## src/rtl/latq_multi_capture.sv

```systemverilog
// Multi-channel clocked replacement for a transparent latch: per-channel capture
// registers with level, rise, fall (latch-close) and freeze modes plus a minimum-open-window check.
module latq_multi_capture #(
    parameter int WIDTH    = 8,
    parameter int CHANNELS = 4,
    parameter int MIN_OPEN = 2
) (
    input  logic                      CLK,
    input  logic                      RN,
    input  logic [CHANNELS-1:0]       E,
    input  logic [CHANNELS*WIDTH-1:0] D,
    input  logic [1:0]                MODE,
    input  logic                      CLR_VIOL,
    output logic [CHANNELS*WIDTH-1:0] Q,
    output logic [CHANNELS-1:0]       Q_VLD,
    output logic [CHANNELS-1:0]       UPD,
    output logic [CHANNELS-1:0]       VIOL
);

    typedef enum logic [1:0] {
        MODE_LEVEL  = 2'b00,
        MODE_RISE   = 2'b01,
        MODE_FALL   = 2'b10,
        MODE_FREEZE = 2'b11
    } mode_t;

    localparam int CW = (MIN_OPEN < 1) ? 1 : $clog2(MIN_OPEN + 1);
    localparam logic [CW-1:0] MIN_CNT = CW'(MIN_OPEN);

    mode_t mode;
    assign mode = mode_t'(MODE);

    for (genvar c = 0; c < CHANNELS; c++) begin : g_ch
        logic             e_q;
        logic [CW-1:0]    cnt;
        logic [WIDTH-1:0] shadow;
        logic [WIDTH-1:0] q_r;
        logic             vld_r;
        logic             upd_r;
        logic             viol_r;
        logic             rise;
        logic             fall;
        logic             load;
        logic             viol_set;
        logic [WIDTH-1:0] load_val;

        // Fall mode loads the shadow so Q reflects the last D seen while E was high.
        always_comb begin
            rise     = E[c] & ~e_q;
            fall     = ~E[c] & e_q;
            load     = 1'b0;
            load_val = D[c*WIDTH +: WIDTH];
            case (mode)
                MODE_LEVEL: load = E[c];
                MODE_RISE:  load = rise;
                MODE_FALL: begin
                    load     = fall;
                    load_val = shadow;
                end
                default:    load = 1'b0;
            endcase
            viol_set = fall && (mode != MODE_FREEZE) && (cnt < MIN_CNT);
        end

        always_ff @(posedge CLK or negedge RN) begin
            if (!RN) begin
                e_q    <= 1'b0;
                cnt    <= '0;
                shadow <= '0;
                q_r    <= '0;
                vld_r  <= 1'b0;
                upd_r  <= 1'b0;
                viol_r <= 1'b0;
            end else begin
                e_q <= E[c];
                if (rise)
                    cnt <= CW'(1);
                else if (E[c]) begin
                    if (cnt < MIN_CNT)
                        cnt <= cnt + CW'(1);
                end else if (fall)
                    cnt <= '0;
                if (E[c] && (mode != MODE_FREEZE))
                    shadow <= D[c*WIDTH +: WIDTH];
                if (load)
                    q_r <= load_val;
                vld_r  <= vld_r | load;
                upd_r  <= load;
                // A violation setting in the same cycle as a clear takes priority.
                viol_r <= viol_set | (viol_r & ~CLR_VIOL);
            end
        end

        assign Q[c*WIDTH +: WIDTH] = q_r;
        assign Q_VLD[c]            = vld_r;
        assign UPD[c]              = upd_r;
        assign VIOL[c]             = viol_r;
    end

endmodule

```

## config.mk

```make
export PLATFORM = sky130hd
export DESIGN_NAME = latq_multi_capture
export DESIGN_NICKNAME = d
export VERILOG_FILES = /design/src/rtl/latq_multi_capture.sv
export SDC_FILE = /design/constraint.sdc
export NUM_CORES = 1
export LEC_CHECK = 0
export BUFFER_PORTS_ARGS = -buffer_cell sky130_fd_sc_hd__clkbuf_2
export CAP_MARGIN = 15
export CORE_UTILIZATION = 59
export CTS_CLUSTER_DIAMETER = 150
export DETAILED_ROUTE_END_ITERATION = 8
export HOLD_SLACK_MARGIN = 0.1
export PLACE_DENSITY = 0.94
export SLEW_MARGIN = 10
export SYNTH_ARGS = -nofsm -noshare
export SYNTH_HDL_FRONTEND = slang
export SYNTH_SLANG_ARGS = --single-unit
```

## constraint.sdc

```tcl
create_clock -name CLK -period 3.2 [get_ports CLK]
set_input_delay 0 -clock CLK [delete_from_list [all_inputs] [get_ports CLK]]
set_output_delay 0 -clock CLK [all_outputs]
set_load 0.02 [all_outputs]
```

# == After elaboration in Yosys (flattened, before gate mapping) ==
# Index checks and enable logic that the tools add are counted.
# totals
register_bits,88
latchBits,0
mem_bits_rw,0
romBits,0
in_bits,41
word_cells,117
n_memories,0
# op_classes
add_sub_neg,4
n_mul,0
div_mod_pow,0
magnitude_cmp,4
eq_ne,7
shift,0
n_mux,24
bitwise,29
reduce_logical,21
# op_table
op,n
two-way mux 2 bit,16
two-way mux 8 bit,4
AND 1 bit,12
logical AND 1 bit,12
!= test 3 x 1 -> 1 bit (second input constant),4
case mux 1 bit (3 select lines),4
nonzero test 3 bit,4
inverter 1 bit,9
adder 2 x 1 -> 2 bit (second input constant),4
< comparator 2 bit (second input constant),4
bitwise OR 1 bit,8
AND reduction 2 bit,4
== test 2 x 1 -> 1 bit (second input constant),1
== test 2 bit (second input constant),1
logical NOT 2 bit,1
!= test 2 bit (second input constant),1

# == Longest topological paths before layout ==
# depth
ltp_word,5
ltp_mapped,5
mapped_depth_nobuf,3

# == Least setup slack after synthesis ==
# No wires, ideal clock.
# synth_path
path_type,register -> register
startpoint,register g_ch[2].e_q
endpoint,register g_ch[2].q_r[0]
setup_ps,125
arrival_ps,1167
path_slack_ps,1907
path_stages_with_launch,5
n_path_buf,1
path_cell_list,dfrtp_1 -> nor2b_1 -> a32o_1 -> buf_6 -> mux2_4
# synth_via
elab_chain_cells,3
# synth_rtl
item,line_no,rtl
start: declaration,34,logic e_q;
start signal: assignment,75,e_q <= E[c];
inverter 1 bit,49,rise = E[c] & ~e_q;
AND 1 bit,49,
case mux 1 bit (3 select lines) (*),53,case (mode)
named net g_ch[2].load,43,logic load;
end signal: assignment,86,q_r <= load_val;
end: declaration,37,logic [WIDTH-1:0] q_r;
# Mark *: on every way through the listed nets, which the timed path passes. The rest lies on a longest branch.
# A chain may end at the register's enable or synchronous reset.

# == Final worst setup path ==
# layout_path
startpoint,register g_ch[0].e_q
endpoint,register g_ch[0].q_r[6]
# layout_via
elab_chain_cells,3
# layout_rtl
item,line_no
start: declaration,34
start signal: assignment,75
inverter 1 bit,49
AND 1 bit,49
case mux 1 bit (3 select lines) (*),53
end signal: assignment,86
end: declaration,37
# Every way passes the cells marked *; elsewhere a longest branch is shown, timed or not.

==> flow_summary.ini <==
[floorplanning]
die_h_um = 85.1
core_area_sq_um = 6490
io_pins = 85
start_util = 0.628
rows = 29
die_w_um = 85.1
die_area_sq_um = 7250

[setup_path]
reg2reg_from = g_ch[0].e_q$_DFF_PN0_
r2r_slack_ns = 1.52
worst_r2r_endpoint = g_ch[0].q_r[6]$_DFFE_PN0P_
critPathLaunchType = flip-flop
criticalPathCategory = flip-flop to flip-flop
crit_fanout = 10
cp_data_required_time_ns = 3.44
crit_path_end_kind = flip-flop
cp.arrival_ns = 1.92
worst-r2r-cell-count = 3

[clocking]
path_clk_slew_ns = 0.08
clk-insertion-delay-late_ns = 0.35
cts_root_buf = clkbuf_8
cts-resized-gates = 0
cts-buffers-inserted = 9
cts_sinks = 88
htree_levels = 3
cts_buffer_depth = 2
tritoncts = yes

[drt]
wl_met3_um = 284
first_pass_iters = 4
wl_um = 7540
drt_iter0_drc = 90
dr_wl_met2_um = 3920
wl_met1_um = 3230
vias = 2431
drcViolationCount = 0
drt-wirelength-per-cell_um = 16.5
antenna_left = 0
dr.max_layer_used = met4
viasPerCell = 5.31

[power]
switching_share = 0.284
powerDensity_nw_per_um2 = 584
p_clk_frac = 0.284
peakVddDrop_uv = 346
comb_power_share = 0.241
cellLeakagePower_uw = 0.00239
p_int_uw = 2100
seq_power_share = 0.475
net-switching-power_uw = 834

[yosys]
async_flop_share = 1.00
synth_seq_cells = 88
syn-num-nets = 305
synth_edf_count = 0
netlist_area_sq_um = 4080
ys.flop_type = dfrtp_1
synth_seq_area_share = 0.540
yosysUniqueCellTypes = 19
syn_avg_cell_area_sq_um = 15.4
ys_warn_count = 0
syn_inst = 264

[grt]
grt_max_degree = 89
first_global_vias = 2561
grt_pass1_wl_um = 12200
track_usage = 0.221
grt-ovfl-total = 0
antenna_found_initial = 0

[flow_run]
maxCapViolCount = 0

[sta]
clock_skew_ns = 0.00469
fin_crit_sh = 0.525
finalSetupViolCount = 0
slew_violations = 0
hold_viol = 0
fmax_mhz = 596
rsz0062_at_grt = false
worstMarginPinSlew_ns = 0.671
fin_crit_ns = 1.68
setup_tns_ns = 0
max-slew-margin-rel = 0.552

[placement]
dp_hpwl_um = 4820
gp_congestion = 0.717
portBuffers = 84

[cells_and_area]
fillers = 382
drive_above_1_share = 0.533
regArea_sq_um = 2200
multi_input_area_sq_um = 1650
area_delta_synth_final_pct = 23.5
diodes = 0
final_util = 0.775
fin_nets = 417

[min_path]
hold_start = MODE[1]
hold_end = g_ch[1].viol_r$_DFF_PN0_
min_path_cells = 3
hp-class = input port to flip-flop

[run_status]
status = finished, final reports clean
==> cell type report <==
| cell class | count | share of cell area |
|---|---|---|
| sequential | 88 | 0.437 |
| multi-input combinational | 146 | 0.327 |
| timing repair buffer | 125 | 0.168 |
| clock buffer | 9 | 0.0246 |
| tap | 77 | 0.0191 |
| clock inverter | 7 | 0.0189 |
| inverter | 6 | 0.00447 |
==> what timing repair did <==
action | in CTS | in global routing
hold buffers | 38 | 1
endpoints found under the hold margin | 168 | 19
setup buffers | 0 | 0
==> kinds of logic after synthesis <==
| group | count (synthesis) | synth area share |
|---|---|---|
| xor gates and xnor gates | 4 | 0.00859 |
| muxes | 96 | 0.322 |
| buffers and inverters | 30 | 0.0574 |
| and+or+nand+nor | 26 | 0.0325 |
| AOI/OAI and AO/OA | 20 | 0.0393 |
| DFF | 88 | 0.540 |
==> cell usage after synthesis, types with 3 or more instances <==
cell	instances	area, sq um
nor2b_1	4	25.0
o31ai_1	4	30.0
inv_1	6	22.5
mux2_4	62	931
o211ai_1	4	30.0
buf_4	12	90.1
buf_6	5	56.3
a32o_1	8	80.1
mux2_2	34	383
and2_1	4	25.0
o21ai_0	4	20.0
nand2_1	9	33.8
xnor2_1	4	35.0
buf_2	4	20.0
or2_2	4	25.0
dfrtp_1	88	2200
nor2_1	4	15.0
buf_8	3	45.0
==> flip-flops by register name, summed over array words and instances, names as in the netlist <==
signal / cells
g_ch.cnt: 8
g_ch.e_q: 4
g_ch.viol_r: 4
g_ch.q_r: 32
g_ch.upd_r: 4
g_ch.vld_r: 4
g_ch.shadow: 32
==> metrics by stage <==
step                      power [uW]  cells  hold slack (ns)  setup slack, ns  cell area (sq um)
after global routing            3070    458            0.246             1.40               5030
after detailed placement        2080    402            0.213             1.26               4400
final                           2940    458            0.221             1.52               5030
after global placement          2040    402            0.210             1.32               4400
after floorplan                 1880    264           -0.296             1.91               4080
after CTS                       2960    456            0.215             1.50               5000
==> worst max path at each step <==
stage,slack [ns],cells past startpoint,from,to
2_1_floorplan,1.91,4,g_ch[2].e_q$_DFF_PN0_,g_ch[2].q_r[0]$_DFFE_PN0P_
3_3_place_gp,1.32,5,MODE[0],g_ch[3].q_r[0]$_DFFE_PN0P_
3_5_place_dp,1.26,5,MODE[0],g_ch[3].q_r[1]$_DFFE_PN0P_
4_1_cts,1.50,3,g_ch[0].e_q$_DFF_PN0_,g_ch[0].q_r[6]$_DFFE_PN0P_
5_1_grt,1.40,3,g_ch[0].e_q$_DFF_PN0_,g_ch[0].q_r[7]$_DFFE_PN0P_
6_report,1.52,3,g_ch[0].e_q$_DFF_PN0_,g_ch[0].q_r[6]$_DFFE_PN0P_
==> per-layer routing <==
| metal | vias up | global-route usage |
|---|---|---|
| li1 | 1141 | - |
| met2 | 69 | 0.397 |
| met4 | 0 | 0.0924 |
| met5 | - | 0 |
| met3 | 8 | 0.0340 |
| met1 | 1213 | 0.266 |
==> critical path, stage by stage, from the launching register on <==
cell and delay [ns]:
dfrtp_1 0.42, nor2b_1 0.21, a32o_1 0.58, mux2_4 0.35
==> power by group through the flow <==
stage	logic, uW	registers [uW]	clock network (uW)
2_1_floorplan	375	1500	0
3_3_place_gp	644	1400	0
3_5_place_dp	668	1410	0
4_1_cts	705	1390	858
5_1_grt	758	1410	893
6_report	708	1400	836
==> layout by cell type (no fill, tap or decap) <==
cell            n
nor2b_4         1
clkinv_2        2
mux2_2         34
dlygate4sd3_1  39
buf_4           2
inv_6           1
or2_2           4
xnor2_1         4
o21ai_0         4
nand2_1         9
o31ai_1         4
clkbuf_8        9
clkinvlp_4      1
clkbuf_2       83
buf_16          1
dfrtp_1        88
mux2_4         62
inv_1           6
clkinv_4        1
nor2b_1         4
o211ai_1        4
a32o_1          8
nor2_1          4
bufinv_16       2
and2_1          4
(Power assumes the default switching activity.)
